**src/rtl/tdm_demultiplexer_if.sv**
```systemverilog
// tdm_demultiplexer_if: bundle of the serial input stream and 4-lane frame output of the TDM demultiplexer.
//   in_valid/in_ready/in_data/in_sof : serial sample stream, slot 0 marked by in_sof
//   out_valid/out_ready/out0..out3   : completed frame, lane k carries slot k
//   addr1,addr0                      : slot counter for the next sample to be accepted
//   sync_err                         : one-cycle framing error pulse
// master drives the stream and consumes frames; slave is the demultiplexer.
interface tdm_demultiplexer_if #(parameter int WIDTH = 8);
  logic             in_valid;
  logic             in_ready;
  logic [WIDTH-1:0] in_data;
  logic             in_sof;
  logic             out_valid;
  logic             out_ready;
  logic [WIDTH-1:0] out0;
  logic [WIDTH-1:0] out1;
  logic [WIDTH-1:0] out2;
  logic [WIDTH-1:0] out3;
  logic             addr0;
  logic             addr1;
  logic             sync_err;
  modport master (
    output in_valid, in_data, in_sof, out_ready,
    input  in_ready, out_valid, out0, out1, out2, out3, addr0, addr1, sync_err
  );
  modport slave (
    input  in_valid, in_data, in_sof, out_ready,
    output in_ready, out_valid, out0, out1, out2, out3, addr0, addr1, sync_err
  );
endinterface

```
**src/rtl/tdm_demultiplexer.sv**
```systemverilog
// tdm_demultiplexer: 4-lane TDM demultiplexer, routes slot k of a serial stream to lane k and
// presents each completed frame on a valid/ready output.
//   clk     : rising-edge clock
//   reset_n : asynchronous active-low reset
//   bus     : tdm_demultiplexer_if.slave (input stream, frame output, slot counter, sync_err)
// Optional: define TDM_DEMUX_STRICT_SOF_EN to drop samples arriving at slot 0 without in_sof.
module tdm_demultiplexer #(
  parameter int WIDTH = 8
) (
  input logic                clk,
  input logic                reset_n,
  tdm_demultiplexer_if.slave bus
);
  logic [1:0]            slot_q, slot_d, eff_slot;
  logic [2:0][WIDTH-1:0] stage_q, stage_d;
  logic [3:0][WIDTH-1:0] out_q, out_d;
  logic                  out_valid_q, out_valid_d;
  logic                  sync_err_q, sync_err_d;
  logic                  in_ready, accept, resync, drop, store, complete;
  // Only the frame-completing sample can stall; earlier slots overlap with the held frame.
  assign in_ready = !(slot_q == 2'd3 && out_valid_q && !bus.out_ready);
  always_comb begin
    accept   = bus.in_valid && in_ready;
    // sof away from slot 0 abandons the partial frame and restarts at slot 0.
    resync   = accept && bus.in_sof && slot_q != 2'd0;
`ifdef TDM_DEMUX_STRICT_SOF_EN
    drop     = accept && !bus.in_sof && slot_q == 2'd0;
`else
    drop     = 1'b0;
`endif
    store    = accept && !drop;
    eff_slot = resync ? 2'd0 : slot_q;
    complete = store && eff_slot == 2'd3;
    slot_d   = store ? eff_slot + 2'd1 : slot_q;
    for (int k = 0; k < 3; k++)
      stage_d[k] = (store && eff_slot == 2'(k)) ? bus.in_data : stage_q[k];
    // Slot 3 bypasses staging straight into lane 3.
    out_d       = complete ? {bus.in_data, stage_q[2], stage_q[1], stage_q[0]} : out_q;
    out_valid_d = complete || (out_valid_q && !bus.out_ready);
    sync_err_d  = resync || drop;
  end
  always_ff @(posedge clk or negedge reset_n) begin
    if (!reset_n) begin
      slot_q      <= '0;
      stage_q     <= '0;
      out_q       <= '0;
      out_valid_q <= 1'b0;
      sync_err_q  <= 1'b0;
    end else begin
      slot_q      <= slot_d;
      stage_q     <= stage_d;
      out_q       <= out_d;
      out_valid_q <= out_valid_d;
      sync_err_q  <= sync_err_d;
    end
  end
  assign bus.in_ready  = in_ready;
  assign bus.out_valid = out_valid_q;
  assign bus.out0      = out_q[0];
  assign bus.out1      = out_q[1];
  assign bus.out2      = out_q[2];
  assign bus.out3      = out_q[3];
  assign bus.addr0     = slot_q[0];
  assign bus.addr1     = slot_q[1];
  assign bus.sync_err  = sync_err_q;
endmodule
```
**src/flat_wrapper.sv**
```systemverilog
// flat-port wrapper written by rule: the top's interface ports become plain ports
module tdm_demultiplexer_flat 
#(
  parameter int WIDTH = 8
)
  (clk, reset_n, bus_in_valid, bus_in_data, bus_in_sof, bus_out_ready, bus_in_ready, bus_out_valid, bus_out0, bus_out1, bus_out2, bus_out3, bus_addr0, bus_addr1, bus_sync_err);
  tdm_demultiplexer_if #(.WIDTH(WIDTH)) bus_i ();
  input logic clk;
  input logic reset_n;
  input wire logic [$bits(bus_i.in_valid)-1:0] bus_in_valid;
  input wire logic [$bits(bus_i.in_data)-1:0] bus_in_data;
  input wire logic [$bits(bus_i.in_sof)-1:0] bus_in_sof;
  input wire logic [$bits(bus_i.out_ready)-1:0] bus_out_ready;
  output wire logic [$bits(bus_i.in_ready)-1:0] bus_in_ready;
  output wire logic [$bits(bus_i.out_valid)-1:0] bus_out_valid;
  output wire logic [$bits(bus_i.out0)-1:0] bus_out0;
  output wire logic [$bits(bus_i.out1)-1:0] bus_out1;
  output wire logic [$bits(bus_i.out2)-1:0] bus_out2;
  output wire logic [$bits(bus_i.out3)-1:0] bus_out3;
  output wire logic [$bits(bus_i.addr0)-1:0] bus_addr0;
  output wire logic [$bits(bus_i.addr1)-1:0] bus_addr1;
  output wire logic [$bits(bus_i.sync_err)-1:0] bus_sync_err;
  assign bus_i.in_valid = bus_in_valid;
  assign bus_i.in_data = bus_in_data;
  assign bus_i.in_sof = bus_in_sof;
  assign bus_i.out_ready = bus_out_ready;
  assign bus_in_ready = bus_i.in_ready;
  assign bus_out_valid = bus_i.out_valid;
  assign bus_out0 = bus_i.out0;
  assign bus_out1 = bus_i.out1;
  assign bus_out2 = bus_i.out2;
  assign bus_out3 = bus_i.out3;
  assign bus_addr0 = bus_i.addr0;
  assign bus_addr1 = bus_i.addr1;
  assign bus_sync_err = bus_i.sync_err;
  tdm_demultiplexer #(.WIDTH(WIDTH)) u_core (.clk(clk), .reset_n(reset_n), .bus(bus_i));
endmodule
```
**config.mk**
```make
export PLATFORM = sky130hd
export DESIGN_NAME = tdm_demultiplexer_flat
export DESIGN_NICKNAME = d
export VERILOG_FILES = /design/src/rtl/tdm_demultiplexer_if.sv /design/src/rtl/tdm_demultiplexer.sv /design/src/flat_wrapper.sv
export SDC_FILE = /design/constraint.sdc
export NUM_CORES = 1
export LEC_CHECK = 0
export ABC_AREA = 1
export CORE_MARGIN = 5
export CORE_UTILIZATION = 25
export CTS_CLUSTER_DIAMETER = 200
export DETAILED_ROUTE_END_ITERATION = 7
export GPL_ROUTABILITY_DRIVEN = 0
export HOLD_SLACK_MARGIN = 0.15
export PLACE_DENSITY = 0.55
export SLEW_MARGIN = 30
export SYNTH_ARGS = -nofsm -noshare
export SYNTH_HDL_FRONTEND = slang
export SYNTH_SLANG_ARGS = --single-unit
```
**constraint.sdc**
```tcl
create_clock -name clk -period 1.7 [get_ports clk]
set_input_delay 0.17 -clock clk [delete_from_list [all_inputs] [get_ports clk]]
set_output_delay 0.17 -clock clk [all_outputs]
set_load 0.01 [all_outputs]
```
# Word-level counts from Yosys, hierarchy flattened
# Cells that the tools add are included.
# classes
n_addsub	1
n_eq_ne	4
n_mux	1
n_reduce_logical	15
# ops
cell	n
1-bit logical AND	10
2-bit == test (second input constant)	3
2-bit by 1-bit adder with 2-bit output (second input constant)	1
2-bit by 1-bit == test with 1-bit output (second input constant)	1
1-bit logical NOT	2
2-bit logical NOT	1
2-bit 2-to-1 mux	1
2-bit nonzero test	1
1-bit logical OR	1
# word_totals
regBits	60
in_bits	13
out_inout_bits	37
wordCells	31

# Depth between registers and ports, before layout
# depth
word_depth	11
depth_mapped	13
ltp_nobuf	11

# Worst setup path after synthesis
# No wires, ideal clock.
# synth_timing
path_type	register to register
start	reg u_core.slot_q[0]
end	reg u_core.stage_q[16] (netlist name)
setup_ns	0.126
t_arrival_ns	1.823
required_ns	1.574
setup_slack_ns	-0.249
path_stages_with_launch	13
n_path_buf	2
period_less_slack_ns	1.949
path_cell_list	dfrtp_1 > nand2_2 > inv_2 > nand2_4 > nand3_1 > nand2_1 > buf_2 > inv_1 > ha_1 > inv_1 > nor2_1 > buf_4 > o21ai_0
# synth_between
elab_chain_len	10
word_cells_on_any_way	11
classes_between	eq/ne: 2; mux: 1; reduce/logical: 8
# synth_rtl
item	line_no	text
start, declared	tdm_demultiplexer.sv:14	logic [1:0] slot_q, slot_d, eff_slot;
start signal, assigned	tdm_demultiplexer.sv:50	slot_q <= slot_d;
2-bit == test *	tdm_demultiplexer.sv:21	assign in_ready = !(slot_q == 2'd3 && out_valid_q && !bus.out_ready);
1-bit logical AND * (2 in series)	tdm_demultiplexer.sv:21	
1-bit logical NOT *	tdm_demultiplexer.sv:21	
net bus_in_ready	flat_wrapper.sv:14	output wire logic [$bits(bus_i.in_ready)-1:0] bus_in_ready;
1-bit logical AND *	tdm_demultiplexer.sv:23	accept = bus.in_valid && in_ready;
1-bit logical AND (2 in series)	tdm_demultiplexer.sv:25	resync = accept && bus.in_sof && slot_q != 2'd0;
2-bit 2-to-1 mux	tdm_demultiplexer.sv:32	eff_slot = resync ? 2'd0 : slot_q;
2-bit == test	tdm_demultiplexer.sv:36	stage_d[k] = (store && eff_slot == 2'(k)) ? bus.in_data : stage_q[k];
1-bit logical AND *	tdm_demultiplexer.sv:36	
end signal, assigned	tdm_demultiplexer.sv:51	stage_q <= stage_d;
end, declared	tdm_demultiplexer.sv:15	logic [2:0][WIDTH-1:0] stage_q, stage_d;
# The timed path passes the listed nets; every way through them passes the cells marked *.
# A chain may end at the register's enable or synchronous reset.

# Final worst setup path
# layout_timing
start	reg u_core.slot_q[0]
end	out bus_in_ready
# layout_between
elab_chain_len	4
# layout_rtl
item	line_no
2-bit == test	tdm_demultiplexer.sv:21
1-bit logical AND (2 in series)	tdm_demultiplexer.sv:21
1-bit logical NOT	tdm_demultiplexer.sv:21
end, declared	flat_wrapper.sv:14
# Every way passes these cells.

==> summary.txt <==
Worst setup path
  • CP max FO: 7
  • CP max stage cell: dfrtp_2
  • Delay-heaviest family, CP: buffers and inverters
  • Worst endpoint required time: between 1500 and 2000 ps
  • RR Startpoint: u_core.slot_q[0]
  • Worst setup EP type: primary output
  • R2r setup slk: 120 ps
  • WS Path Type: flop to primary output
  • Worst path cell trace: nand2_2, inv_2, nand2_4, buf_4, dlygate4sd2_1
  • R2r endpoint: u_core.stage_q[9]
  • Critical Path AT: between 1000 and 1500 ps
  • Critical path buffers and inverters: 3
  • Worst reg2reg path depth: 9
  • Startpoint Class: flop
  • Critical path launch point: u_core.slot_q[0]
  • Max stage delay on crit path: 430 ps

Placed design
  • Buffers added on ports: a little under 50
  • Pre-CTS WS: -130.9 ps
  • Hpwl dp: approximately 4000 µm
  • Placed cell areas: 3122 µm²

Logic synthesis
  • Distinct cells, synth: 19
  • Syn_area_per_cell: between 9 and 10 µm²
  • Syn nets: 271
  • Register area share after synthesis: 62.11%
  • Synthesized flop and latch total: 60
  • Ys Warns: 0
  • Post-Synthesis Cells: roughly 260
  • Synthesized cell area: 2417 µm²

CTS
  • CTS tree: yes
  • Clock buffer depth: 2
  • Clock root buffer: clkbuf_8
  • Clk Latency, worst-skew pair: 330 ps
  • Cts bufs inserted: 9
  • Clock-pin slew on the worst setup and hold paths: 60 ps
  • Clock sink count: 60
  • H-tree depth: 3

Pwr
  • Sw frac: between 30% and 40%
  • Static Leak: 1.585 nW
  • Clock share of power: 20.2%
  • Sequential Power Share: a little over two fifths
  • Peak VDD IR: 0.0007735 V
  • P_sw: about 1.9 mW
  • Internal cell power: approximately 3.8 mW
  • PwrDens: 1698 nW/µm²
  • Part of the power in combinational logic: 36.8%

STA
  • Setup TNS: 0 ps
  • RSZ-0062 raised after global routing: true
  • Max frequency: 0.6329 GHz
  • Tightest Pin Transition: roughly 320 ps
  • Worst setup margin: between 100 and 150 ps
  • Final hold viol count: 0
  • Pins Over Slew Limit: 0
  • Period utilisation layout: ~93%
  • Setup Viol. Count Final: 0
  • Min Hold Slack: 385.4 ps
  • Clock Skews: 3.830 ps
  • Max-slew headroom: between 70 and 80%
  • Final min period: 1580 ps

Global route
  • GRT overflow: 0
  • Initial antenna violation count: 0
  • Tot GR Track Use: 10.76%
  • Vias in the first global route: 1858
  • Largest net degree at the start of global routing: 61
  • First-pass GRT wire length: 9646 µm

Route
  • Drt wl/cell: 13.11 µm
  • DR iter-0 viols: 115
  • Remaining DRCs: 0
  • ANT nets after route: 0
  • Via count: ~1900
  • Routed WL: 5900 µm
  • Via density: about 4.1
  • Pre-Repair DR Iteration Count: 4

Die
  • Ports: 50
  • Overall die area: 11740 µm²
  • Die extent in x: about 110 µm
  • Core area: 9328 µm²
  • Initial Util: 25.92%
  • Site Rows: 35
  • Die Y: 108.3 µm

Hold path
  • Worst min-delay path class: primary input to asynchronous set/reset pin

Layout
  • Ant diodes: 0
  • Share of cells above drive strength 1: 14.33%
  • Fin area: 3326 µm²
  • Core Util, Final: a little over a third
  • Total Nets Final: 333
  • Synth-to-Final Area Change: 37.58%

Run
  • Max cap viols: 0

Outcome
  • Status: complete, no violations
==> flip-flops by register name, summed over array words and instances, names as in the netlist <==
name and flops:
u_core.bus.out_valid 1, u_core.bus.out3 8, u_core.stage_q 24, u_core.bus.out2 8, u_core.bus.sync_err 1, u_core.bus.out1 8, u_core.bus.out0 8, u_core.slot_q 2
==> routing by layer <==
metal	part of all wire, %	up-vias	global-route usage (%)
li1	-	937	-
met1	49	872	15.05
met2	43	52	15.14
met3	6.1	5	4.119
met4	1.3	0	3.787
met5	0	-	0
==> power groups by stage <==
stage / Clock [mW] / Combinational (mW) / Sequential [mW]
2_1_floorplan: 0 / 0.838 / 2.57
3_3_place_gp: 0 / 2.05 / 2.44
3_5_place_dp: 0 / 2.08 / 2.45
4_1_cts: 1.18 / 2.10 / 2.43
5_1_grt: 1.26 / 2.34 / 2.52
6_report: 1.14 / 2.08 / 2.43
==> placed cells by master, fill, tap and decap left out, types with 3 or more instances in the layout <==
cell             count
nor2_4               4
buf_12               3
inv_1               19
o21ai_0             24
o21ai_1             10
nand2_1             86
nand3_1             26
clkdlybuf4s50_1     47
dfrtp_1             58
clkbuf_8            12
inv_2                3
buf_4                6
nand2_2              5
==> synth_stat cells, drive strengths merged <==
| cell | instances | area [µm²] |
|---|---|---|
| buf | 8 | 70.06 |
| clkbuf | 2 | 7.510 |
| dfrtp | 60 | 1501 |
| a21oi | 1 | 8.760 |
| nand3 | 27 | 135.1 |
| inv | 23 | 88.84 |
| o21ai | 34 | 170.2 |
| ha | 2 | 25.02 |
| nand2 | 93 | 380.4 |
| nor2 | 6 | 30.03 |
==> timing repair <==
| item | 4_1_cts | 5_1_grt |
|---|---|---|
| cloned | 0 | 2 |
| endpoints found under the setup margin | 1 | 16 |
| pin swaps | 0 | 2 |
| hold endpoints to repair | 60 | 0 |
| buffers inserted | 0 | 0 |
| hold buffers | 1 | 0 |
| resized for setup | 1 | 3 |
==> metrics by stage <==
step	power [mW]	cells
4_1_cts	5.711	448
6_report	5.646	450
5_1_grt	6.117	450
3_3_place_gp	4.491	433
3_5_place_dp	4.530	433
2_1_floorplan	3.412	256
==> area by class of cell <==
class / count / area [µm²]
fillers: 962 / 6002
flip-flops and latches: 60 / 1504
multi-input cells: 165 / 797.0
repair buffers: 59 / 599.3
clock buffers: 12 / 165.2
well taps: 129 / 161.4
inverters: 23 / 88.84
clock inverters: 2 / 10.01
==> worst reg2reg max path, cell delays in order (launching register included) <==
cell and delay, ps:
dfrtp_2 450, nand2_2 120, inv_2 50, nand2_4 50, nand3_2 110, nand2_2 110
ha_1 160, inv_2 70, nor2_2 220, o21ai_0 110
==> cell families after synthesis <==
| logic type | Yosys count | synth area share (%) |
|---|---|---|
| adder cells (fa/ha/maj) | 2 | 1.035 |
| AO/OA/AOI/OAI | 35 | 7.402 |
| AND/OR/NAND/NOR | 126 | 22.57 |
| buffers and inverters | 33 | 6.884 |
| flip-flops | 60 | 62.11 |
==> how the worst max path moves through the flow <==
stage                     depth (start not counted)            endpoint  slack (ps)
after floorplan                                  11  u_core.stage_q[10]           7
after global placement                           10  u_core.stage_q[14]        -100
after detailed placement                         10  u_core.stage_q[11]        -130
after CTS                                         9  u_core.stage_q[19]          50
after global routing                             10   u_core.stage_q[9]          -8
final                                             5        bus_in_ready         120
(Power assumes the default switching activity.)
